`src/rtl/hazard_ctrl.sv`:
```
// hazard_ctrl: pipeline hazard detector and flush controller.
// Tracks the destination register of every in-flight instruction past decode.
// It stalls decode on a read-after-write hazard and flushes decode on a taken
// branch. It also keeps saturating stall and flush counters.
// Optional build macro HAZARD_FORWARDING_EN switches the design to a
// forwarding policy. With the macro, only a load-use hazard stalls, and the
// fwd_sel_rs1/fwd_sel_rs2 bypass selects are added as outputs.
module hazard_ctrl #(
  parameter int STAGES     = 3,
  parameter int REG_ADDR_W = 5,
  parameter int CNT_W      = 16
) (
  input  logic                  clk,
  input  logic                  rst_n,
  input  logic                  id_valid,
  input  logic [REG_ADDR_W-1:0] id_rs1,
  input  logic [REG_ADDR_W-1:0] id_rs2,
  input  logic                  id_rs1_v,
  input  logic                  id_rs2_v,
  input  logic [REG_ADDR_W-1:0] id_rd,
  input  logic                  id_rd_we,
  input  logic                  id_is_load,
  input  logic                  br_taken,
  output logic                  stall_out,
  output logic                  flush_out,
  output logic [STAGES-1:0]     stage_valid,
  output logic [CNT_W-1:0]      stall_cycles,
  output logic [CNT_W-1:0]      flush_count
`ifdef HAZARD_FORWARDING_EN
  ,
  output logic [$clog2(STAGES+1)-1:0] fwd_sel_rs1,
  output logic [$clog2(STAGES+1)-1:0] fwd_sel_rs2
`endif
);

  localparam int FWD_W = $clog2(STAGES+1);

  typedef struct packed {
    logic                  valid;
    logic [REG_ADDR_W-1:0] rd;
    logic                  rd_we;
    logic                  is_load;
  } entry_t;

  // pipe[0] is EX; pipe[STAGES-1] is WB.
  entry_t            pipe [STAGES];
  logic [STAGES-1:0] rs1_hit;
  logic [STAGES-1:0] rs2_hit;
  logic              hazard;

  // Compare each decode source against every tracked destination register.
  always_comb begin
    // NOTE: every always_comb output gets a default first, so that no path leaves it unassigned and no latch is inferred.
    rs1_hit = '0;
    rs2_hit = '0;
    for (int k = 0; k < STAGES; k++) begin
      rs1_hit[k] = id_rs1_v && pipe[k].valid && pipe[k].rd_we &&
                   (pipe[k].rd == id_rs1) && (pipe[k].rd != '0);
      rs2_hit[k] = id_rs2_v && pipe[k].valid && pipe[k].rd_we &&
                   (pipe[k].rd == id_rs2) && (pipe[k].rd != '0);
    end
  end

  // Hazard policy. WB matches never stall because the register file bypasses them.
  always_comb begin
`ifdef HAZARD_FORWARDING_EN
    hazard = (rs1_hit[0] || rs2_hit[0]) && pipe[0].is_load;
`else
    hazard = (|rs1_hit[STAGES-2:0]) || (|rs2_hit[STAGES-2:0]);
`endif
  end

  // A branch overrides a stall. Both outputs stay quiet while reset is held.
  always_comb begin
    flush_out = rst_n && br_taken;
    stall_out = rst_n && id_valid && !br_taken && hazard;
  end

`ifdef HAZARD_FORWARDING_EN
  // Bypass select. The scan runs oldest to youngest, so the youngest match wins.
  always_comb begin
    fwd_sel_rs1 = '0;
    fwd_sel_rs2 = '0;
    for (int k = STAGES-1; k >= 0; k--) begin
      if (rs1_hit[k]) fwd_sel_rs1 = FWD_W'(k + 1);
      if (rs2_hit[k]) fwd_sel_rs2 = FWD_W'(k + 1);
    end
    if (stall_out) begin
      fwd_sel_rs1 = '0;
      fwd_sel_rs2 = '0;
    end
  end
`endif

  // Per-stage valid bits, exported for observation.
  always_comb begin
    stage_valid = '0;
    for (int k = 0; k < STAGES; k++) stage_valid[k] = pipe[k].valid;
  end

  // Advance the tracking pipe. A stall or flush inserts a bubble into EX.
  always_ff @(posedge clk or negedge rst_n) begin
    if (!rst_n) begin
      // NOTE: the tracking array is reset in full. A stale valid bit would raise a false hazard right after reset.
      for (int k = 0; k < STAGES; k++) pipe[k] <= '0;
    end else begin
      // NOTE: non-blocking assignments let every stage sample the old value of its neighbour, which is how the shift works.
      for (int k = STAGES-1; k > 0; k--) pipe[k] <= pipe[k-1];
      if (id_valid && !stall_out && !flush_out)
        pipe[0] <= '{valid: 1'b1, rd: id_rd, rd_we: id_rd_we, is_load: id_is_load};
      else
        pipe[0] <= '0;
    end
  end

  // Saturating performance counters.
  always_ff @(posedge clk or negedge rst_n) begin
    if (!rst_n) begin
      stall_cycles <= '0;
      flush_count  <= '0;
    end else begin
      if (stall_out && stall_cycles != '1) stall_cycles <= stall_cycles + 1'b1;
      if (flush_out && flush_count  != '1) flush_count  <= flush_count  + 1'b1;
    end
  end

endmodule

```
`config.mk`:
```
export PLATFORM = sky130hd
export DESIGN_NAME = hazard_ctrl
export DESIGN_NICKNAME = d
export VERILOG_FILES = /design/src/rtl/hazard_ctrl.sv
export SDC_FILE = /design/constraint.sdc
export NUM_CORES = 1
export LEC_CHECK = 0
export CAP_MARGIN = 20
export CORE_ASPECT_RATIO = 1.25
export CORE_UTILIZATION = 30
export DETAILED_ROUTE_END_ITERATION = 10
export SYNTH_ARGS = -nofsm -noshare
export SYNTH_HDL_FRONTEND = slang
export SYNTH_SLANG_ARGS = --single-unit
```
`constraint.sdc`:
```
create_clock -name clk -period 3.89 [get_ports clk]
set_input_delay 0.9725 -clock clk [delete_from_list [all_inputs] [get_ports clk]]
set_output_delay 0.9725 -clock clk [all_outputs]
set_load 0.01 [all_outputs]
```
**Yosys cells after proc, flatten, opt, wreduce, memory -nomap -nowiden**

Cells that the tools add are included.

- Register bits after elaboration: 47
- Bits of input ports: 23
- Word-level logic and storage cells: 50

- Add/subtract/negate cells: 2
- Equality and inequality tests: 6
- Mux-type cells: 1
- Reduce and logical (&&, ||, !) cells: 32

Operator list:

| operator | count |
|---|---|
| adder 16 x 1 -> 16 bit, second input constant | 2 |
| inequality test 16 bit, second input constant | 2 |
| logical AND 1 bit | 24 |
| == test 5 bit | 4 |
| nonzero test 5 bit | 2 |
| two-way mux 8 bit | 1 |
| OR reduction 2 bit | 2 |
| logical NOT 1 bit | 3 |
| logical OR 1 bit | 1 |

**Logic depth before layout (Yosys ltp)**

Gate-level depths: netlist (run 1).

- Depth in word-level cells: 11
- Gate-level depth with buffers: 7
- Mapped depth without buffers: 7

**Least setup slack after synthesis (run 1)**

Ideal clock, no wire load.

- Kind: input port to output port
- Start: in id_rs1[0]
- End: out stall_out
- Arrival: 2127 ps
- Data required time: 2918 ps
- Setup slack: 791 ps
- Stages: 7
- Path buffers: 1
- Cells stage by stage: xnor2_1 nand4_1 o22ai_1 a22oi_4 or2_1 buf_4 inv_2

- Word-level cells in the longest chain between the ends: 6

RTL lines:

| item | line | source |
|---|---|---|
| start, declared | 16 | `input logic [REG_ADDR_W-1:0] id_rs1,` |
| == test 5 bit | 58 | `(pipe[k].rd == id_rs1) && (pipe[k].rd != '0);` |
| logical AND 1 bit | 57 | `rs1_hit[k] = id_rs1_v && pipe[k].valid && pipe[k].rd_we &&` |
| logical AND 1 bit | 58 |  |
| OR reduction 2 bit * | 69 | `hazard = (\|rs1_hit[STAGES-2:0]) \|\| (\|rs2_hit[STAGES-2:0]);` |
| logical OR 1 bit * | 69 |  |
| logical AND 1 bit * | 76 | `stall_out = rst_n && id_valid && !br_taken && hazard;` |
| end, declared | 24 | `output logic stall_out,` |

Mark *: on every way between the ends. The rest lies on a longest branch, timed or not.

**Worst setup path after layout (run 1)**

- Start: in id_rs1[4]
- End: out stall_out

The elaborated chain is that of the path after synthesis.

==> reports/results.tsv, run 1 <==
metric	value	unit
final setup fails	0	
Post-Route WL	4910	um
pins over their slew limit	0	
maximum fanout along the worst path	8	
largest area contributor in the netlist	dfrtp_1	
hold slack final	0.417	ns
multiplexer share of the synthesized area	1.92	%
clk_skew	0.00752	ns
slowest CP cell	clkdlybuf4s50_1	
Max H-tree Level	2	
Layout area overhead	36.8	%
Die X	79.9	um
# nets final	291	
critical path arrival	2.73	ns
post-layout util	42.3	%
clock sink count	47	
Worst setup EP type	output pin	
outcome	complete, no violations	
most frequent cells in the layout	clkdlybuf4s50_1, dfrtp_1, xnor2_1	
syn_area_per_cell	11.6	um2
CTS tree	yes	
vias in the first global route	1776	
RSZ-0062 raised after global routing	no	
max incr delay on CP	0.52	ns
Starting Density	30.9	%
Overall Global Routing Usage	13.2	%
critical path's top delay family	buffers and inverters	
EDFF count, synth	0	
gr ovfl total	0	
Clock transition at path regs	0.08	ns
share of cells above drive strength 1	9.74	%
largest net degree at the start of global routing	48	
IO Port Bufs	58	
flops & latches, synth	47	
post-synthesis instance total	197	
ANT nets after route	0	
synth top area cells	dfrtp_1, xnor2_1, xor2_1	
chip height	99.4	um
RR Startpoint	pipe[19]	
antenna violations before repair	0	
reg-to-reg slack, setup	1.68	ns
Worst slew margin	59.2	%
fin crit share	95.1	%
WL per Instance	13.7	um
CTS Buf Count	5	
Synth Area in Compound Gates	5.72	%
vias post-DR	1738	
WP data required	2.92	ns
Worst setup SP type	input port	
CORE AREA	7360	um2
Synth warnings	0	
root buffer cell	clkbuf_8	
Row Count	35	
min cycle time layout	3.70	ns
HP Class	reg -> reg	
Antenna Cells	0	
Clk Latency, worst-skew pair	0.29	ns
sequential area share after synthesis	51.7	%
TritonRoute pass-1 iters	4	
CTS Buffer Depth	2	
Vias/cell	4.84	
Synth cell types	35	
largest family of logic cells by synthesized area	simple AND/OR/NAND/NOR gates	
first-pass GRT wire length	8190	um
DP HPWL	3650	um
async set-reset flop share out of synthesis	100	%
Lkg Pwr	1.40	nW
Synth Area in XOR/XNOR	18.5	%
worst-path cell chain	clkdlybuf4s50_1, xnor2_1, nand4_1, o22ai_2, buf_4, a22oi_4, or2_4, inv_2, dlygate4sd2_1	
CP bufs+invs	4	
dominant synthesized flop cell	dfrtp_1	
initial drt markers	53	
die area	7940	um2
Final Hold Vio Count	0	
Synth top area share	51.7	%
simple-gate portion of the synthesized area	19.3	%
area of the mapped netlist	2280	um2
maxcap violations	0	
worst slew pin tran	0.613	ns
Post-Syn Nets	222	
maximum vdd drop	0.249	mV
pwr/cell area	357	nW/um2
I/O pin total	60	
Post-CTS Setup Bufs	0	
commonest non-fill, non-tap cell in the layout	clkdlybuf4s50_1	
Hold Startpoint	pipe[17]	
Setup CP Type	in -> out	
adder-cell share of the synthesized area	1.10	%
critical path launch point	id_rs1[4]	
Final GP Congestion	0.790	
maximum clock frequency	270	MHz
DRC Markers	0	
## sequential cells by signal, summed over array words and instances, names as in the netlist
signal,cells
flush_count,16
pipe,12
stage_valid,3
stall_cycles,16
## layout make-up
class / count / area, um2
fillers: 718 / 4240
flip-flops and latches: 47 / 1180
multi-input cells: 143 / 1070
repair buffers: 66 / 633
well taps: 92 / 115
clock buffers: 7 / 96.3
inverters: 3 / 11.3
clock inverters: 1 / 7.51
## cell usage after synthesis (2+ instances only)
cell type and number:
and3_1 5, a311oi_1 2, a22oi_4 2, mux2_1 2
dfrtp_1 47, or4_1 2, nand3_1 8, nand4_1 10
nor3b_1 2, nor3_1 2, o22ai_1 2, xor2_1 16
nor4_1 3, inv_1 2, xnor2_1 32, o211ai_1 2
buf_4 4, and4_1 9, ha_1 2, nand2_1 18
nor2_1 10, o211a_1 2
## repair_timing
action,in CTS,in global routing
hold endpoints to repair,0,0
hold buffers,0,0
resized for setup,5,0
endpoints found under the setup margin,1,0
## where the power goes
group | internal, mW | leakage [nW] | switching (mW)
combinational | 0.127 | 0.730 | 0.0831
sequential | 0.528 | 0.625 | 0.0502
clock | 0.162 | 0.0505 | 0.161
total | 0.817 | 1.40 | 0.294
## kinds of logic (layout without fill, tap and decap cells)
family          count (synthesis)  count (layout)
simple gates                   77              77
xor+xnor                       48              48
flops                          47              47
compound gates                 12              12
buf+inv                         7              77
mux                             4               4
fa+ha+maj                       2               2
## layer usage
layer | share of wire (%) | vias up | global-route usage (%)
met1 | 41 | 859 | 14.8
li1 | - | 832 | -
met3 | 4.8 | 6 | 3.12
met4 | 1.3 | 0 | 4.40
met2 | 52 | 41 | 24.2
met5 | 0 | - | 0
## per-stage QoR
| step | TNS, ns | std cells | total power [mW] | worst slack [ns] | area (um2) |
|---|---|---|---|---|---|
| 4_1_cts | 0 | 359 | 1.13 | 0.179 | 3110 |
| 5_1_grt | 0 | 359 | 1.17 | 0.0773 | 3110 |
| 3_5_place_dp | -0.158 | 351 | 0.800 | -0.158 | 3000 |
| 3_3_place_gp | -0.149 | 351 | 0.799 | -0.149 | 3000 |
| 6_report | 0 | 359 | 1.11 | 0.191 | 3110 |
| 2_1_floorplan | 0 | 197 | 0.675 | 0.791 | 2280 |
## final timing paths
kind / end / depth (start not counted)
max: stall_out / 9
min: pipe[9] / 0
max reg2reg: stall_cycles[12] / 6
min reg2reg: pipe[9] / 0
max in group asynchronous: flush_count[5] / 2
min in group asynchronous: stall_cycles[2] / 2
No activity file was read; power rests on OpenSTA's default activity.
==> inputs of run 2 (changes only) <==
Settings changed: CELL_PAD_IN_SITES_DETAIL_PLACEMENT set to 1, CELL_PAD_IN_SITES_GLOBAL_PLACEMENT set to 2, PLACE_DENSITY_LB_ADDON set to 0.1, SKIP_LAST_GASP set to 1.
==> reports/results.tsv, run 2 (synthesis results as in run 1) <==
metric	value	unit
outcome	complete, no violations	
WL per Instance	14.8	um
worst slew pin tran	0.509	ns
vias in the first global route	1806	
Worst setup EP type	output pin	
root buffer cell	clkbuf_8	
NetSw	0.300	mW
Lkg Pwr	1.40	nW
most frequent cells in the layout	clkdlybuf4s50_1, dfrtp_1, xnor2_1	
Final Cell Area	3090	um2
min cycle time layout	3.67	ns
Post-CTS Setup Bufs	0	
DP HPWL	4040	um
Clock transition at path regs	0.08	ns
share of cells above drive strength 1	8.65	%
Die X	79.9	um
slowest CP cell	clkdlybuf4s50_1	
initial drt markers	46	
placed cell count	350	
critical path arrival	2.70	ns
maxcap violations	0	
maximum vdd drop	0.212	mV
biggest regs	flush_count: 16 flops, stall_cycles: 16 flops, pipe: 12 flops	
fin crit share	94.3	%
sequential group share of total power	52.1	%
filler cell count	823	
Worst setup SP type	input port	
antenna violations before repair	0	
TritonRoute pass-1 iters	3	
hold buffer count at cts	0	
chip height	99.4	um
reg-to-reg slack, setup	1.68	ns
pins over their slew limit	0	
Final WS setup	0.221	ns
I/O pin total	60	
WP data required	2.92	ns
DRC Markers	0	
Post-Route WL	5290	um
HP Class	reg -> reg	
CTS Buffer Depth	2	
Worst slew margin	66.1	%
Hold Startpoint	pipe[17]	
largest net degree at the start of global routing	40	
CTS Buf Count	5	
Vias/cell	4.90	
dpl ws	-0.134	ns
ANT nets after route	0	
reg2reg path depth	5	
vias post-DR	1755	
CORE AREA	7360	um2
Setup CP Type	in -> out	
Hold Path Depth	0	
Max H-tree Level	2	
final non-filler cell total	358	
RSZ-0062 raised after global routing	no	
CTS tree	yes	
Overall Global Routing Usage	14.6	%
Row Count	35	
pwr/cell area	361	nW/um2
reg2reg end	stall_cycles[1]	
commonest non-fill, non-tap cell in the layout	clkdlybuf4s50_1	
RR Startpoint	pipe[19]	
placed cell area	2990	um2
# nets final	290	
max incr delay on CP	0.52	ns
Antenna Cells	0	
Final GP Congestion	0.755	
IO Port Bufs	58	
Clk Latency, worst-skew pair	0.30	ns
maximum fanout along the worst path	8	
final setup fails	0	
gr ovfl total	0	
Internal Pwr Total	0.817	mW
combinational share of power	18.8	%
setup TNS	0	ns
clk_skew	0.0125	ns
Hold EP	pipe[9]	
maximum clock frequency	273	MHz
die area	7940	um2
Starting Density	30.9	%
clock sink count	47	
Final Hold Vio Count	0	
worst-path cell chain	clkdlybuf4s50_1, xnor2_1, nand4_1, o22ai_1, buf_4, a22oi_4, or2_4, inv_2, dlygate4sd2_1	
Switching Share	26.9	%
first-pass GRT wire length	8890	um
clock share of power	29.1	%
Layout area overhead	36.0	%
run 2: changes by cell type in the layout (fill, tap and decap cells not counted), sizes merged:
cell           change
clkinvlp           -1
clkbuf             +1
clkdlybuf4s50      -1
dlygate4sd2        +1
buf                -1
run 2: worst max path at each step:
| stage | depth (start not counted) | slack (ns) | from | end |
|---|---|---|---|---|
| CTS | 9 | 0.20 | id_rs1[1] | stall_out |
| global route | 9 | 0.12 | id_rs2[0] | stall_out |
| floorplan | 7 | 0.79 | id_rs1[0] | stall_out |
| global placement | 9 | -0.16 | id_rs1[0] | stall_out |
| finish | 9 | 0.22 | id_rs1[1] | stall_out |
| detailed placement | 9 | -0.13 | id_rs1[0] | stall_out |
run 2: per-stage QoR:
stage	power (mW)	hold WS (ns)	utilization [%]
floorplan	0.675	0.374	-
detailed placement	0.805	0.393	40.6
CTS	1.14	0.413	42.1
finish	1.12	0.411	42.1
global route	1.18	0.432	42.1
global placement	0.802	0.384	40.6
run 2: what timing repair did:
item | in CTS | in global routing
gates resized for setup | 5 | 0
endpoints found under the setup margin | 1 | 0
endpoints found under the hold margin | 0 | 0
run 2: cell type report:
| type | count | area [um2] | share of cell area [%] |
|---|---|---|---|
| Clock buffer | 8 | 100 | 3.23 |
| Inverter | 3 | 11.3 | 0.364 |
| Multi-Input combinational cell | 143 | 1070 | 34.5 |
| Sequential cell | 47 | 1180 | 38.0 |
| Tap cell | 92 | 115 | 3.72 |
| Timing Repair Buffer | 65 | 624 | 20.2 |
run 2: critical path, delay by kind of cell:
family	cells	cell delay [ns]
simple gates	2	0.37
xor+xnor	1	0.14
buf+inv	4	0.97
compound gates	2	0.26
run 2: power by group through the flow:
stage / Sequential [mW] / Combinational, mW / Clock, mW
floorplan: 0.595 / 0.0796 / 0
global placement: 0.592 / 0.211 / 0
detailed placement: 0.591 / 0.214 / 0
CTS: 0.583 / 0.214 / 0.343
global route: 0.590 / 0.229 / 0.358
finish: 0.582 / 0.210 / 0.325
run 2: layer usage:
| metal | vias to the layer above | share of wire [%] | global-route usage, % |
|---|---|---|---|
| met5 | - | 0 | 0 |
| met2 | 34 | 52 | 24.1 |
| li1 | 830 | - | - |
| met3 | 6 | 4.2 | 4.04 |
| met1 | 885 | 43 | 18.6 |
| met4 | 0 | 1.1 | 4.12 |
